`config.mk`:
```
export PLATFORM = sky130hd
export DESIGN_NAME = fht_input_loader_flat
export DESIGN_NICKNAME = d
export VERILOG_FILES = /design/src/rtl/fht_input_loader_if.sv /design/src/rtl/fht_input_loader.sv /design/src/flat_wrapper.sv
export SDC_FILE = /design/constraint.sdc
export NUM_CORES = 1
export LEC_CHECK = 0
export CAP_MARGIN = 40
export CORE_MARGIN = 2
export CORE_UTILIZATION = 46
export DETAILED_ROUTE_END_ITERATION = 10
export PLACE_DENSITY_LB_ADDON = 0.12
export SETUP_SLACK_MARGIN = 0.5
export SYNTH_ARGS = -nofsm -noshare
export SYNTH_HDL_FRONTEND = slang
export SYNTH_SLANG_ARGS = --single-unit
```
`constraint.sdc`:
```
create_clock -name iCLK_2 -period 1.7 [get_ports iCLK_2]
set_input_delay 0.255 -clock iCLK_2 [delete_from_list [all_inputs] [get_ports iCLK_2]]
set_output_delay 0.255 -clock iCLK_2 [all_outputs]
set_load 0.01 [all_outputs]
```
`src/rtl/fht_input_loader_if.sv`:
```
// Sample stream into fht_input_loader: one real sample per valid/ready transfer.
interface fht_input_loader_if #(
   parameter int D_BIT = 16
) ();
   logic             iVALID;
   logic [D_BIT-1:0] iDATA;
   logic             oREADY;

   modport master (output iVALID, output iDATA, input  oREADY);
   modport slave  (input  iVALID, input  iDATA, output oREADY);
endinterface

```
`src/rtl/fht_input_loader.sv`:
```
// Loads one N-point frame into the 4-bank FHT working RAM in bit-reversed order, then launches fht_control.
// Optional macro FHT_LOADER_DROP_EN: accept and discard samples while the transform runs (adds oDROP_CNT).
module fht_input_loader #(
   parameter int D_BIT = 16,
   parameter int A_BIT = 8,
   parameter int N_BIT = 10
) (
   input  logic              iCLK_2,
   input  logic              iRESET,
   fht_input_loader_if.slave s_in,
   input  logic              iFHT_RDY,
   output logic              oSTART,
   output logic [3:0]        oWE_BANK,
   output logic [A_BIT-1:0]  oADDR_WR,
   output logic [D_BIT-1:0]  oDATA_WR,
   output logic              oBUSY,
   output logic [N_BIT-1:0]  oSAMPLE_CNT
`ifdef FHT_LOADER_DROP_EN
   ,
   output logic [15:0]       oDROP_CNT
`endif
);

   typedef enum logic [2:0] {IDLE, LOAD, START, WAIT_BUSY, WAIT_DONE} state_t;

   localparam logic [N_BIT-1:0] LAST_IDX = '1;
`ifdef FHT_LOADER_DROP_EN
   localparam logic WAIT_READY = 1'b1;
`else
   localparam logic WAIT_READY = 1'b0;
`endif

   state_t           state_reg;
   logic             start_phase_reg;
   logic [1:0]       retry_cnt_reg;
   logic             ready_reg;
   logic             start_reg;
   logic             busy_reg;
   logic [3:0]       we_reg;
   logic [A_BIT-1:0] addr_reg;
   logic [D_BIT-1:0] data_reg;
   logic [N_BIT-1:0] cnt_reg;
   logic [N_BIT-1:0] rev_idx;
   logic             xfer;
   logic             accept;

   genvar gi;
   generate
      for (gi = 0; gi < N_BIT; gi++) begin : g_bitrev
         assign rev_idx[gi] = cnt_reg[N_BIT-1-gi];
      end
   endgenerate

   assign xfer   = s_in.iVALID & ready_reg;
   assign accept = xfer & ((state_reg == IDLE) | (state_reg == LOAD));

   always_ff @(posedge iCLK_2 or negedge iRESET) begin
      if (!iRESET) begin
         state_reg       <= IDLE;
         start_phase_reg <= 1'b0;
         retry_cnt_reg   <= '0;
         ready_reg       <= 1'b0;
         start_reg       <= 1'b0;
         busy_reg        <= 1'b0;
         we_reg          <= '0;
         addr_reg        <= '0;
         data_reg        <= '0;
         cnt_reg         <= '0;
      end else begin
         we_reg    <= '0;
         start_reg <= 1'b0;
         if (accept) begin
            we_reg   <= 4'b0001 << rev_idx[1:0];
            addr_reg <= rev_idx[N_BIT-1:2];
            data_reg <= s_in.iDATA;
            cnt_reg  <= cnt_reg + 1'b1;
         end
         case (state_reg)
            IDLE: begin
               ready_reg <= iFHT_RDY;
               if (xfer) begin
                  state_reg <= LOAD;
                  ready_reg <= 1'b1;
                  busy_reg  <= 1'b1;
               end
            end
            LOAD: begin
               if (xfer && cnt_reg == LAST_IDX) begin
                  state_reg       <= START;
                  ready_reg       <= 1'b0;
                  start_phase_reg <= 1'b0;
               end
            end
            START: begin
               // First cycle lets the final bank write land; the pulse goes out in the second.
               if (!start_phase_reg) begin
                  start_phase_reg <= 1'b1;
                  start_reg       <= 1'b1;
               end else begin
                  state_reg     <= WAIT_BUSY;
                  retry_cnt_reg <= '0;
                  ready_reg     <= WAIT_READY;
               end
            end
            WAIT_BUSY: begin
               if (!iFHT_RDY) begin
                  state_reg <= WAIT_DONE;
               end else begin
                  retry_cnt_reg <= retry_cnt_reg + 1'b1;
                  if (retry_cnt_reg == 2'd3) start_reg <= 1'b1;
               end
            end
            WAIT_DONE: begin
               if (iFHT_RDY) begin
                  state_reg <= IDLE;
                  ready_reg <= 1'b1;
                  busy_reg  <= 1'b0;
               end
            end
            default: state_reg <= IDLE;
         endcase
      end
   end

`ifdef FHT_LOADER_DROP_EN
   logic [15:0] drop_cnt_reg;

   always_ff @(posedge iCLK_2 or negedge iRESET) begin
      if (!iRESET) begin
         drop_cnt_reg <= '0;
      end else if (xfer && (state_reg == WAIT_BUSY || state_reg == WAIT_DONE)
                   && drop_cnt_reg != 16'hFFFF) begin
         drop_cnt_reg <= drop_cnt_reg + 16'd1;
      end
   end

   assign oDROP_CNT = drop_cnt_reg;
`endif

   assign s_in.oREADY = ready_reg;
   assign oSTART      = start_reg;
   assign oWE_BANK    = we_reg;
   assign oADDR_WR    = addr_reg;
   assign oDATA_WR    = data_reg;
   assign oBUSY       = busy_reg;
   assign oSAMPLE_CNT = cnt_reg;

endmodule
```
`src/flat_wrapper.sv`:
```
// flat-port wrapper written by rule: the top's interface ports become plain ports
module fht_input_loader_flat 
#(
   parameter int D_BIT = 16,
   parameter int A_BIT = 8,
   parameter int N_BIT = 10
)
  (iCLK_2, iRESET, iFHT_RDY, oSTART, oWE_BANK, oADDR_WR, oDATA_WR, oBUSY, oSAMPLE_CNT, s_in_iVALID, s_in_iDATA, s_in_oREADY);
  fht_input_loader_if #(.D_BIT(D_BIT)) s_in_i ();
  input  logic iCLK_2;
  input  logic iRESET;
  input  logic iFHT_RDY;
  output logic oSTART;
  output logic [3:0] oWE_BANK;
  output logic [A_BIT-1:0] oADDR_WR;
  output logic [D_BIT-1:0] oDATA_WR;
  output logic oBUSY;
  output logic [N_BIT-1:0] oSAMPLE_CNT;
  input wire logic [$bits(s_in_i.iVALID)-1:0] s_in_iVALID;
  input wire logic [$bits(s_in_i.iDATA)-1:0] s_in_iDATA;
  output wire logic [$bits(s_in_i.oREADY)-1:0] s_in_oREADY;
  assign s_in_i.iVALID = s_in_iVALID;
  assign s_in_i.iDATA = s_in_iDATA;
  assign s_in_oREADY = s_in_i.oREADY;
  fht_input_loader #(.D_BIT(D_BIT), .A_BIT(A_BIT), .N_BIT(N_BIT)) u_core (.iCLK_2(iCLK_2), .iRESET(iRESET), .s_in(s_in_i), .iFHT_RDY(iFHT_RDY), .oSTART(oSTART), .oWE_BANK(oWE_BANK), .oADDR_WR(oADDR_WR), .oDATA_WR(oDATA_WR), .oBUSY(oBUSY), .oSAMPLE_CNT(oSAMPLE_CNT));
endmodule
```
Word-level counts from Yosys, hierarchy flattened --
Cells that the tools add are included.
Cells by class: $add $sub $neg 2, multiply operators 0, div/mod/pow operators 0, $lt $le $gt $ge 0, eq/ne operators 12, shift operators 1, mux-type cells 23, bitwise operators 3, reduce and logical (&&, ||, !) cells 11
Operators by type and width (count):
- $mux 3 | 5
- $pmux 3 s5 | 1
- $add 10x1->10 const B | 1
- $eq 10x10->1 const B | 1
- $mux 1 | 9
- $ne 2x2->1 const B | 4
- $eq 3x2->1 const B | 2
- $pmux 1 s2 | 3
- $reduce_and 3->1 | 2
- $reduce_bool 2->1 | 3
- $reduce_and 5->1 | 1
- $mux 2 | 2
- $mux 4 | 1
- $ne 2x1->1 const B | 2
- $pmux 1 s4 | 1
- $pmux 2 s2 | 1
- $reduce_and 4->1 | 1
- $reduce_bool 4->1 | 1
- $shl 1x2->4 const A | 1
- $eq 3x1->1 const B | 1
- $eq 3x3->1 const B | 1
- $logic_not 3->1 | 1
- $add 2x1->2 const B | 1
- $and 1x1->1 | 2
- 4 further kinds | 4
Storage, ports and cells: bits in registers 47, latch bits 0, bits in writable memories 0, bits in read-only memories 0, bits of input ports 20, word-level logic and storage cells 62, memories 0

Logic depth before layout (Yosys ltp) --
Gate-level depths: netlist of the first run.
depth in word-level cells 4, mapped depth 5, gate-level depth less buffers 5

Least setup slack after synthesis of the first run --
OpenSTA, ideal clock, no wires.
kind reg-to-reg, start point register u_core.cnt_reg[0] (netlist: u_core.oSAMPLE_CNT[0]), end point register u_core.start_phase_reg, setup time 0.137 ns, arrival 1.395 ns, data required time 1.563 ns, path slack 0.169 ns, stages on the path, launching flop included 6, path buffers 0, clock period less this slack 1.531 ns, path through dfrtp_1 ha_1 nand4_1 or4_4 o21ai_1 o211ai_1
On the way: cells in the longest elaborated chain, start to end 4
RTL lines:
- start: declaration | RTL line fht_input_loader.sv:42 | logic [N_BIT-1:0] cnt_reg;
- start signal: assignment | RTL line fht_input_loader.sv:76 | cnt_reg <= cnt_reg + 1'b1;
- $eq 10x10->1 | RTL line fht_input_loader.sv:88 | if (xfer && cnt_reg == LAST_IDX) begin
- $logic_and 1x1->1 | RTL line fht_input_loader.sv:88
- $ne 2x2->1 (no line)
- $reduce_and 2->1 (no line)
- end signal: assignment | RTL line fht_input_loader.sv:60 | start_phase_reg <= 1'b0;
- end signal: assignment | RTL line fht_input_loader.sv:91 | start_phase_reg <= 1'b0;
- end signal: assignment | RTL line fht_input_loader.sv:97 | start_phase_reg <= 1'b1;
- end: declaration | RTL line fht_input_loader.sv:34 | logic start_phase_reg;
Every way passes these cells. A chain may end at the register's enable or synchronous reset.

Final worst setup path of the first run --
start point register u_core.cnt_reg[0] (netlist: u_core.oSAMPLE_CNT[0]), end point register u_core.state_reg[0]
On the way: cells in the longest elaborated chain, start to end 4
RTL lines:
- $eq 10x10->1 | RTL line fht_input_loader.sv:88
- $logic_and 1x1->1 | RTL line fht_input_loader.sv:88
- $ne 2x2->1 (no line)
- $reduce_and 5->1 (no line)
- end signal: assignment | RTL line fht_input_loader.sv:82 | state_reg <= LOAD;
- end signal: assignment | RTL line fht_input_loader.sv:89 | state_reg <= START;
- end signal: assignment | RTL line fht_input_loader.sv:100 | state_reg <= WAIT_BUSY;
- end: declaration | RTL line fht_input_loader.sv:33 | state_t state_reg;
Every way passes these cells.

==> impl_metrics.json, run 1 <==
{
  "cts_sinks": 47,
  "synth-seq-cells": 47,
  "n_antenna_cell": 0,
  "yosys_warnings": 0,
  "dr.first_iter.drc_count": 149,
  "r2r_setup_slack_ns": 0.14,
  "clock_skew_ns": 0.00495,
  "synth_fp_nets": 233,
  "dpl-instance-area_um2": 2770,
  "port-buffer-count": 60,
  "final_layout_size_suffix_gt1_frac": 0.505,
  "critPathRequiredTime_ns": 1.87,
  "cts_tree": "done",
  "ys_async_sr_fraction": 1.00,
  "wire_per_inst_um": 18.8,
  "synth_area_um2": 1990,
  "area_growth_pct": 81.3,
  "relSlewSlack": 0.723,
  "grtUsageTotal": 0.252,
  "cp-end-kind": "register",
  "antenna_found_initial": 0,
  "hold_slack_ns": 0.407,
  "crit_arrival_ns": 1.73,
  "tns_ns": 0,
  "period_share": 0.918,
  "nets": 348,
  "cp-start-kind": "register",
  "status": "completed",
  "clk_latency_ns": 0.31,
  "vias": 2099,
  "setup_slack_ns": 0.140,
  "worst_pin_slew_ns": 0.415,
  "path_clk_slew_ns": 0.09,
  "finalHoldViolations": 0,
  "design_area_um2": 3620,
  "fp.coreArea_um2": 4090,
  "rsz0062_at_grt": "true",
  "ys_types": 34,
  "largest_reg_flops": 16,
  "numCtsBuffers": 5,
  "min_path_type": "input port to async pin",
  "dpl.hpwl_um": 3070,
  "max_freq_mhz": 641,
  "drcViolationCount": 0,
  "grt_max_degree": 32,
  "num-fill-cells": 173,
  "dieArea_um2": 4880,
  "num_rows": 23,
  "setup_viol": 0,
  "gr-total-overflow": 0,
  "avgSynthCellArea_um2": 9.45,
  "h-tree-depth": 2,
  "crit_fanout": 3,
  "ys.flop_type": "dfrtp_1",
  "p_total_mw": 4.44,
  "synthCells": 211,
  "drv_slew": 0,
  "p_per_area_nw_per_um2": 1230,
  "dr.pass1.iters": 4,
  "cap_violations": 0,
  "first_global_vias": 2012,
  "path_class": "register to register",
  "leakage_nw": 1.97,
  "dieHeight_um": 69.8,
  "ys_seq_area_frac": 0.590,
  "start_util": 0.488,
  "grt_pass1_wl_um": 9520,
  "ios": 61,
  "synth-edff-count": 0,
  "preCtsSetupSlack_ns": -0.111,
  "drt-total-wl_um": 7090,
  "vias_per_cell": 5.57,
  "cts_root_buffer": "clkbuf_8",
  "peakVddDrop_mv": 1.01,
  "antenna_left": 0,
  "cts_buffer_depth": 2,
  "gp_congestion": 0.797,
  "die_w_um": 69.8,
  "period_needed_ns": 1.56
}
worst paths after layout:
path | start | endpoint | cells past startpoint
setup reg to reg | u_core.oSAMPLE_CNT[0] | u_core.state_reg[0] | 5
min in group iCLK_2 | s_in_iDATA[5] | u_core.oDATA_WR[5] | 3
hold reg to reg | u_core.oDATA_WR[8] | u_core.oDATA_WR[8] | 2
hold / removal | iRESET | u_core.oADDR_WR[0] | 2
setup / recovery | u_core.oSAMPLE_CNT[0] | u_core.state_reg[0] | 5
max in group asynchronous | iRESET | u_core.oSAMPLE_CNT[2] | 3
power breakdown:
group	internal, mW	total, mW	switching (mW)
registers	1.38	1.60	0.213
clock network	0.289	0.662	0.373
logic	1.13	2.18	1.05
Yosys cell counts (2+ instances only):
| master | count | share of area |
|---|---|---|
| a21oi_1 | 3 | 0.0075 |
| a31oi_1 | 3 | 0.0094 |
| and2_1 | 2 | 0.0063 |
| and3_1 | 3 | 0.0094 |
| buf_2 | 2 | 0.0050 |
| clkbuf_1 | 9 | 0.017 |
| dfrtp_1 | 47 | 0.59 |
| ha_1 | 2 | 0.013 |
| inv_1 | 4 | 0.0075 |
| nand2_1 | 83 | 0.16 |
| nand2b_1 | 3 | 0.0094 |
| nand3_1 | 3 | 0.0075 |
| nand4_1 | 3 | 0.0094 |
| nor2_1 | 5 | 0.0094 |
| nor2b_1 | 2 | 0.0063 |
| nor3_1 | 3 | 0.0075 |
| nor3b_1 | 2 | 0.0075 |
| o21ai_0 | 8 | 0.020 |
| o21ai_1 | 3 | 0.0075 |
| xnor2_1 | 4 | 0.018 |
| xor2_1 | 4 | 0.018 |
area by class of cell:
type	instances	area (um^2)	area share
inverter	4	15.0	0.00415
clock buffer	7	76.3	0.0211
sequential	47	1180	0.327
clock inverter	1	5.00	0.00138
tap	50	62.6	0.0173
multi-input combinational	149	1070	0.296
timing repair buffer	119	1210	0.334
stage by stage:
| step | utilization | cells |
|---|---|---|
| 2_1_floorplan | - | 211 |
| 3_3_place_gp | 0.678 | 328 |
| 3_5_place_dp | 0.678 | 328 |
| 4_1_cts | 0.828 | 364 |
| 5_1_grt | 0.885 | 377 |
| 6_report | 0.885 | 377 |
metal layers:
| metal | GRT usage | wire length, um | vias up |
|---|---|---|---|
| met3 | 0.0669 | 432 | 26 |
| met1 | 0.283 | 2530 | 1046 |
| met2 | 0.446 | 3870 | 108 |
| met4 | 0.109 | 258 | 0 |
| li1 | - | - | 919 |
| met5 | 0 | 0 | - |
what timing repair did:
| action | in CTS | in global routing |
|---|---|---|
| setup buffers | 21 | 13 |
| gates cloned | 6 | 0 |
| hold buffers | 1 | 0 |
| resized for setup | 170 | 82 |
| pin swaps | 40 | 19 |
| hold endpoints to repair | 16 | 0 |
| endpoints found under the setup margin | 84 | 81 |
critical path: stages, from the launching register on:
cell	delay, ns
dfrtp_2	0.43
ha_4	0.17
nand4_1	0.13
or4_4	0.46
o21ai_0	0.12
a221oi_1	0.12
cells by family after synthesis:
logic type	after synthesis	synth area share
and+or+nand+nor	115	0.258
muxes	2	0.0107
buffers and inverters	15	0.0295
AOI/OAI and AO/OA	22	0.0640
DFF	47	0.590
adders and majority gates	2	0.0125
xor gates and xnor gates	8	0.0351
cells in the final DEF, fill, tap and decap left out, types with 2 or more instances in the layout:
cell type,Yosys,routed
and2_1,2,2
nand3_1,3,2
clkdlybuf4s50_1,0,17
o21ai_2,0,2
buf_16,0,6
nand2_2,0,26
inv_1,4,4
buf_12,0,7
buf_2,2,4
xnor2_1,4,3
dfrtp_1,47,43
nor3b_2,0,2
buf_8,0,2
nand2b_1,3,2
clkbuf_1,9,2
o21ai_0,8,4
nand2_1,83,38
clkdlybuf4s15_1,0,7
clkbuf_2,0,22
a21oi_1,3,3
dfrtp_2,0,4
a31oi_1,3,3
xor2_1,4,4
nand2_4,0,19
buf_6,0,22
nor3_1,3,2
nor2_1,5,3
clkbuf_8,0,5
buf_4,0,28
o21ai_1,3,5
nand4_1,3,3
and3_1,3,2
nor2_2,0,2
No activity file was read; power rests on OpenSTA's default activity.
==> run 2: changes to the inputs <==
--- a/config.mk
+++ b/config.mk
@@ -9,6 +9,7 @@
 export CORE_MARGIN = 2
 export CORE_UTILIZATION = 46
 export DETAILED_ROUTE_END_ITERATION = 10
+export HOLD_SLACK_MARGIN = 0.06
 export PLACE_DENSITY_LB_ADDON = 0.12
 export SETUP_SLACK_MARGIN = 0.5
 export SYNTH_ARGS = -nofsm -noshare
==> results of run 2 <==
Final layout, timing and power as in run 1 (identical DEF).
==> run 3: changes to the inputs <==
--- a/config.mk
+++ b/config.mk
@@ -12,6 +12,7 @@
 export HOLD_SLACK_MARGIN = 0.06
 export PLACE_DENSITY_LB_ADDON = 0.12
 export SETUP_SLACK_MARGIN = 0.5
+export SLEW_MARGIN = 10
 export SYNTH_ARGS = -nofsm -noshare
 export SYNTH_HDL_FRONTEND = slang
 export SYNTH_SLANG_ARGS = --single-unit
==> results of run 3 <==
Final layout, timing and power as in run 1 (identical DEF).
